==> src/rtl/int_to_fp_if.sv <==
// Start/done handshake bundle shared by the integer-to-float converter and its client.
interface int_to_fp_if;
   logic        start;
   logic [31:0] int_in;
   logic        is_signed;
   logic [31:0] result;
   logic        done;
   logic        busy;
   logic        inexact;

   modport master (
      output start, int_in, is_signed,
      input  result, done, busy, inexact
   );

   modport slave (
      input  start, int_in, is_signed,
      output result, done, busy, inexact
   );
endinterface

==> src/rtl/int_to_fp.sv <==
// Multi-cycle 32-bit integer to IEEE 754 single conversion: one-bit-per-cycle
// normalisation followed by a single rounding cycle.
module int_to_fp #(
   parameter int ROUND_NEAREST = 1
) (
   input  logic      clk,
   input  logic      reset,
   int_to_fp_if.slave bus
);

   typedef enum logic [1:0] {IDLE, NORM, ROUND, DONE} state_t;

   state_t      state;
   logic        sign;
   logic [31:0] mag;
   logic [7:0]  exp;

   logic               in_sign;
   logic signed [31:0] operand;
   logic [31:0]        in_mag;

   // Two's complement negate; 0x80000000 maps onto itself, the correct magnitude.
   assign operand = bus.int_in;
   assign in_sign = bus.is_signed & bus.int_in[31];
   assign in_mag  = in_sign ? 32'(-operand) : bus.int_in;

   // mag arrives normalised (bit 31 set); bit 31 is the hidden one.
   function automatic logic [31:0] round_pack(input logic s, input logic [7:0] e,
                                              input logic [31:0] m);
      logic [23:0] man;
      logic [7:0]  e_out;
      logic        guard;
      logic        sticky;
      man    = {1'b0, m[30:8]};
      guard  = m[7];
      sticky = |m[6:0];
      e_out  = e;
      if ((ROUND_NEAREST != 0) && guard && (sticky || m[8]))
         man = man + 24'd1;
      if (man[23]) begin
         man   = 24'd0;
         e_out = e + 8'd1;
      end
      return {s, e_out, man[22:0]};
   endfunction

   always_ff @(posedge clk or posedge reset) begin
      if (reset) begin
         state       <= IDLE;
         sign        <= 1'b0;
         mag         <= 32'd0;
         exp         <= 8'd0;
         bus.result  <= 32'd0;
         bus.done    <= 1'b0;
         bus.busy    <= 1'b0;
         bus.inexact <= 1'b0;
      end else begin
         case (state)
            IDLE: begin
               bus.done <= 1'b0;
               if (bus.start) begin
                  sign <= in_sign;
                  mag  <= in_mag;
                  exp  <= 8'd158;
                  if (in_mag == 32'd0) begin
                     bus.result  <= 32'd0;
                     bus.inexact <= 1'b0;
                     bus.done    <= 1'b1;
                     state       <= DONE;
                  end else begin
                     bus.busy <= 1'b1;
                     state    <= NORM;
                  end
               end
            end
            NORM: begin
               if (mag[31]) begin
                  state <= ROUND;
               end else begin
                  mag <= mag << 1;
                  exp <= exp - 8'd1;
               end
            end
            ROUND: begin
               bus.result  <= round_pack(sign, exp, mag);
               bus.inexact <= |mag[7:0];
               bus.done    <= 1'b1;
               bus.busy    <= 1'b0;
               state       <= DONE;
            end
            DONE: begin
               // Level handshake: a held start never retriggers a conversion.
               if (!bus.start) begin
                  bus.done <= 1'b0;
                  state    <= IDLE;
               end
            end
            default: state <= IDLE;
         endcase
      end
   end

endmodule

==> src/flat_wrapper.sv <==
// flat-port wrapper written by rule: the top's interface ports become plain ports
module int_to_fp_flat 
#(
   parameter int ROUND_NEAREST = 1
)
  (clk, reset, bus_start, bus_int_in, bus_is_signed, bus_result, bus_done, bus_busy, bus_inexact);
  int_to_fp_if bus_i ();
  input  logic clk;
  input  logic reset;
  input wire logic [$bits(bus_i.start)-1:0] bus_start;
  input wire logic [$bits(bus_i.int_in)-1:0] bus_int_in;
  input wire logic [$bits(bus_i.is_signed)-1:0] bus_is_signed;
  output wire logic [$bits(bus_i.result)-1:0] bus_result;
  output wire logic [$bits(bus_i.done)-1:0] bus_done;
  output wire logic [$bits(bus_i.busy)-1:0] bus_busy;
  output wire logic [$bits(bus_i.inexact)-1:0] bus_inexact;
  assign bus_i.start = bus_start;
  assign bus_i.int_in = bus_int_in;
  assign bus_i.is_signed = bus_is_signed;
  assign bus_result = bus_i.result;
  assign bus_done = bus_i.done;
  assign bus_busy = bus_i.busy;
  assign bus_inexact = bus_i.inexact;
  int_to_fp #(.ROUND_NEAREST(ROUND_NEAREST)) u_core (.clk(clk), .reset(reset), .bus(bus_i));
endmodule
==> config.mk <==
export PLATFORM = sky130hd
export DESIGN_NAME = int_to_fp_flat
export DESIGN_NICKNAME = d
export VERILOG_FILES = /design/src/rtl/int_to_fp_if.sv /design/src/rtl/int_to_fp.sv /design/src/flat_wrapper.sv
export SDC_FILE = /design/constraint.sdc
export NUM_CORES = 1
export LEC_CHECK = 0
export CAP_MARGIN = 15
export CORE_ASPECT_RATIO = 1.75
export CORE_UTILIZATION = 50
export DETAILED_ROUTE_END_ITERATION = 12
export PLACE_DENSITY_LB_ADDON = 0.2
export SYNTH_ARGS = -nofsm -noshare
export SYNTH_HDL_FRONTEND = slang
export SYNTH_SLANG_ARGS = --single-unit
==> constraint.sdc <==
create_clock -name clk -period 4.95 [get_ports clk]
set_input_delay 0.99 -clock clk [delete_from_list [all_inputs] [get_ports clk]]
set_output_delay 0.99 -clock clk [all_outputs]
set_load 0.1 [all_outputs]
---- Word level (Yosys, flattened, before mapping) ----
Index checks and enable logic that the tools add are counted.
word-level totals
  register bits ........................... 78
  input port bits ......................... 36
  output and inout bits ................... 35
operators by class
  muxes and demuxes ....................... 29
  add/subtract/negate cells ............... 4
  reductions and logical operators ........ 16
  equality and inequality tests ........... 9
  bitwise operators ....................... 1
operator list
  cell                                                                     number
  32-bit 2-to-1 mux                                                        5
  32-bit case mux with 2 select lines                                      2
  24-bit 2-to-1 mux                                                        2
  32-bit logical NOT                                                       1
  32-bit negator                                                           1
  23-bit by 1-bit adder with 24-bit output, second input constant          1
  8-bit 2-to-1 mux                                                         3
  23-bit 2-to-1 mux                                                        1
  8-bit case mux with 2 select lines                                       1
  3-bit AND reduction                                                      4
  8-bit by 1-bit adder with 8-bit output, second input constant            1
  2-bit 2-to-1 mux                                                         4
  2-bit inequality test, second input constant                             4
  2-bit case mux with 4 select lines                                       1
  8-bit OR reduction                                                       1
  8-bit by 1-bit subtractor with 8-bit output, second input constant       1
  1-bit 2-to-1 mux                                                         7
  7-bit OR reduction                                                       1
  2-bit AND reduction                                                      3
  2-bit == test, second input constant                                     2
  2-bit by 1-bit inequality test with 1-bit output, second input constant  2
  1-bit case mux with 2 select lines                                       2
  2-bit nonzero test                                                       2
  1-bit case mux with 3 select lines                                       1
  6 further kinds                                                          6

---- Depth between registers and ports, before layout ----
  word-level depth ........................ 7
  depth in mapped cells ................... 11

---- Worst setup path after synthesis ----
Ideal clock, no wire load.
  path type ............................... in2reg
  start point ............................. in bus_int_in[20]
  end point ............................... reg u_core.bus.result[10]
  arrival time ............................ 3,641 ps
  cell stages on the path ................. 10
  library setup time ...................... 125 ps
  buffers on the path ..................... 2
  slack ................................... 1,184 ps
  path through ............................ buf_2 or4_1 or3_1 nor3_1 mux2i_1 nand4b_1 nor4_2 a21o_1 buf_4 mux2_2
on the way
  longest elaborated chain between the ends .. 5
ends and longest elaborated chain
  what                                                                   line                source
  start, declared                                                        flat_wrapper.sv:11  input wire logic [$bits(bus_i.int_in)-1:0] bus_int_in;
  32-bit negator                                                         int_to_fp.sv:25     assign in_mag = in_sign ? 32'(-operand) : bus.int_in;
  32-bit 2-to-1 mux (*)                                                  int_to_fp.sv:25
  32-bit logical NOT (*)                                                 int_to_fp.sv:65     if (in_mag == 32'd0) begin
  2-bit by 1-bit inequality test with 1-bit output (no source line) (*)  n/a
  3-bit AND reduction (no source line) (*)                               n/a
  end signal, assigned                                                   int_to_fp.sv:85     bus.result <= round_pack(sign, exp, mag);
  end, declared                                                          int_to_fp_if.sv:18  output result, done, busy, inexact
Mark *: on every way between the ends. The rest lies on a longest branch, timed or not.
A chain may end at the register's enable or synchronous reset.

---- Worst setup path in the final report ----
  start point ............................. in bus_int_in[20]
  end point ............................... reg u_core.bus.result[26]
Same word-level chain as after synthesis.

==> flow_summary.yaml <==
run_status:
  status: "finished clean"
yosys:
  synth.avg_cell_area_um2: 8.71
  ys_ff_latch: 78
  synthCells: 628
  synthDistinctLibCells: 70
  synthMuxAreaShare_pct: 5.21
  synthXorXnorAreaFrac_pct: 9.92
  syn_area_mm2: 0.00547
  synth_warnings: 0
  synth_compound_area_share_pct: 18.5
  synth-edff-count: 0
  synthSimpleGateAreaFrac_pct: 24.5
  synthArstFlopShare_pct: 100
  synth.yosys.seq_area_share_pct: 35.7
  synth_ff_type: "dfrtp_1"
  synthAdderAreaFrac_pct: 2.06
  synth_top_family_by_area: "simple AND/OR/NAND/NOR gates"
  syn_nets: 673
sta:
  setup_ws_ps: 748
  finalSetupViolCount: 0
  post-route-period-util_pct: 84.9
  rsz0062_at_grt: "no"
  slew-limit-headroom_pct: 33.5
  min_period_ps: 4200
  hold_violations: 0
  fin_skew_ps: 6.69
  worst_pin_slew_ps: 994
  max_clock_freq_mhz: 238
  drv_slew: 0
  tns_ps: 0
clock_network:
  holdBufCountCts: 0
  post_cts_buffers: 0
  cts_buffers: 9
  cts_max_level: 3
  clk_pin_slew_ps: 60
  cts.path.max_buffers: 2
  cts_resized: 0
  cts_tree: "done"
  clk_latency_ps: 340
  cts_sinks: 78
  cts_root_buffer: "clkbuf_16"
route:
  drt_iter0_drc: 210
  vias: 4930
  route.detailed.drc: 0
  drtAntennaViolNets: 0
  wire_per_inst_um: 17.7
  totalWireLength_um: 14500
  dr.pass1.iters: 5
  via_per_inst: 6.02
global_routing:
  overflow: 0
  grt_max_degree: 52
  grt_usage_pct: 27.2
  grt_pass1_wl_um: 23600
  antenna_found_initial: 0
  grt_pass1_vias: 4841
floorplanning:
  die_w_um: 81.1
  core_mm2: 0.0107
  ios: 71
  start_util_pct: 51.1
  fp.dieH_um: 140
  rows: 50
  dieArea_mm2: 0.0114
worst_hold_path:
  hold_depth: 1
  holdCritPathClass: "reg2reg"
power:
  p_per_area_mw_per_mm2: 625
  p_leak_nw: 2.57
  irDropWorstVdd_mv: 0.555
final_layout:
  fillers: 920
  area_growth_pct: 22.1
  nets: 729
  instances_no_fill: 819
  antennaDiodeCount: 0
  fin_area_mm2: 0.00668
  layout-drive-gt1-share_pct: 10.4
placed_design:
  dpl_worst_slack_ps: 407
  place.gp.congestion: 0.952
  place.port_buffers: 70
  hpwl_um: 11200
  dpl.cell_count: 801
  placed_area_mm2: 0.00628
setup_path:
  required_ps: 5220
  critical_path_arrival_ps: 4470
  endpoint_kind: "flip-flop"
  start_kind: "input port"
  critical_path_class: "in2reg"
  cp_max_fo: 13
  reg2regPathDepth: 10
job:
  maxCapViolCount: 0
## logic make-up (layout without fill, tap and decap cells)
logic type | Yosys count | after routing
buffers and inverters | 55 | 116
AOI/OAI and AO/OA | 148 | 148
and+or+nand+nor | 250 | 250
xor gates and xnor gates | 62 | 62
DFF | 78 | 78
muxes | 26 | 26
adders and majority gates | 9 | 9
## worst paths after layout
kind	slack [ps]	start	end
worst max-delay path	750	bus_int_in[20]	u_core.bus.result[26]$_DFFE_PP0P_
worst min-delay path	480	u_core.bus.result[8]$_DFFE_PP0P_	u_core.bus.result[8]$_DFFE_PP0P_
worst max register to register	2060	u_core.state[1]$_DFFE_PP0P_	u_core.exp[5]$_DFFE_PP0P_
worst min register to register	480	u_core.bus.result[8]$_DFFE_PP0P_	u_core.bus.result[8]$_DFFE_PP0P_
max in group asynchronous	3060	reset	u_core.mag[3]$_DFFE_PP0P_
min in group asynchronous	970	reset	u_core.exp[3]$_DFFE_PP0P_
## critical path: stages
cell and delay, ps:
clkdlybuf4s50_1 590, or4_1 660, or3_1 360, nor3_1 300
mux2i_1 300, nand4_1 110, or4b_4 580, o21ai_4 350
a32o_1 230
## area by class of cell
| class | instances | area, um2 | share of cell area (%) |
|---|---|---|---|
| repair buffers | 87 | 853 | 12.8 |
| inverters | 13 | 48.8 | 0.730 |
| well taps | 130 | 163 | 2.43 |
| clock buffers | 10 | 239 | 3.58 |
| multi-input cells | 495 | 3290 | 49.3 |
| flip-flops and latches | 78 | 1950 | 29.2 |
| clock inverters | 6 | 133 | 1.99 |
## synth_stat cells, types with 4 or more instances
master / n / area share, %
mux2_1: 8 / 1.6
o21ai_0: 41 / 3.8
mux2_2: 12 / 2.5
inv_1: 13 / 0.89
buf_2: 4 / 0.37
nand2_1: 70 / 4.8
dfrtp_1: 78 / 36
clkbuf_1: 31 / 2.1
or2_2: 5 / 0.57
mux2i_1: 6 / 1.1
o221ai_1: 5 / 0.80
nor3_1: 14 / 1.3
a21oi_1: 33 / 3.0
ha_1: 9 / 2.1
buf_1: 4 / 0.27
nor4_1: 6 / 0.69
a32o_1: 12 / 2.2
or3_1: 7 / 0.80
nand4_1: 17 / 1.9
o31ai_1: 8 / 1.1
nand3_1: 20 / 1.8
xor2_1: 32 / 5.1
a21o_1: 4 / 0.55
xnor2_1: 30 / 4.8
or4_1: 6 / 0.82
nand4b_1: 4 / 0.64
nor2_1: 67 / 4.6
o21a_1: 6 / 0.82
a22o_1: 4 / 0.64
## layout by cell type, fill, tap and decap left out, types with 4 or more instances in the layout
cell / netlist / routed
dfrtp_1: 78 / 78
nand2_1: 70 / 70
clkdlybuf4s50_1: 0 / 70
nor2_1: 67 / 67
o21ai_0: 41 / 41
a21oi_1: 33 / 33
xor2_1: 32 / 32
xnor2_1: 30 / 30
nand3_1: 20 / 20
nand4_1: 17 / 17
buf_4: 2 / 15
nor3_1: 14 / 14
inv_1: 13 / 12
a32o_1: 12 / 12
mux2_2: 12 / 12
ha_1: 9 / 9
clkbuf_16: 0 / 9
o31ai_1: 8 / 8
mux2_1: 8 / 8
or3_1: 7 / 7
or4_1: 6 / 6
nor4_1: 6 / 6
mux2i_1: 6 / 6
o21a_1: 6 / 6
or2_2: 5 / 5
o221ai_1: 5 / 5
nand4b_1: 4 / 4
a21o_1: 4 / 4
a22o_1: 4 / 4
bufinv_16: 0 / 4
## per-layer routing
layer,up-vias,wire [um],global-route usage [%]
met4,0,691,15.0
met2,143,7730,48.5
met1,2364,5680,30.1
met5,-,0,0
met3,45,407,3.19
li1,2378,-,-
## sequential cells by signal, summed over array words and instances (netlist names)
register            cells
u_core.bus.result      32
u_core.mag             32
u_core.exp              8
u_core.state            2
u_core.bus.busy         1
u_core.bus.done         1
u_core.bus.inexact      1
u_core.sign             1
## power by group
group          total (mW)  switching, mW  internal (mW)
Clock               0.814          0.258          0.556
Combinational        2.19           1.49          0.703
Sequential           1.17          0.270          0.898
## per-stage QoR
step	total power, mW	utilization [%]	hold WS (ps)
2_1_floorplan	2.82	-	450
3_3_place_gp	3.29	58.7	465
3_5_place_dp	3.36	58.7	475
4_1_cts	4.18	62.2	488
5_1_grt	4.42	62.5	496
6_report	4.18	62.5	482
No activity file was read; power rests on OpenSTA's default activity.
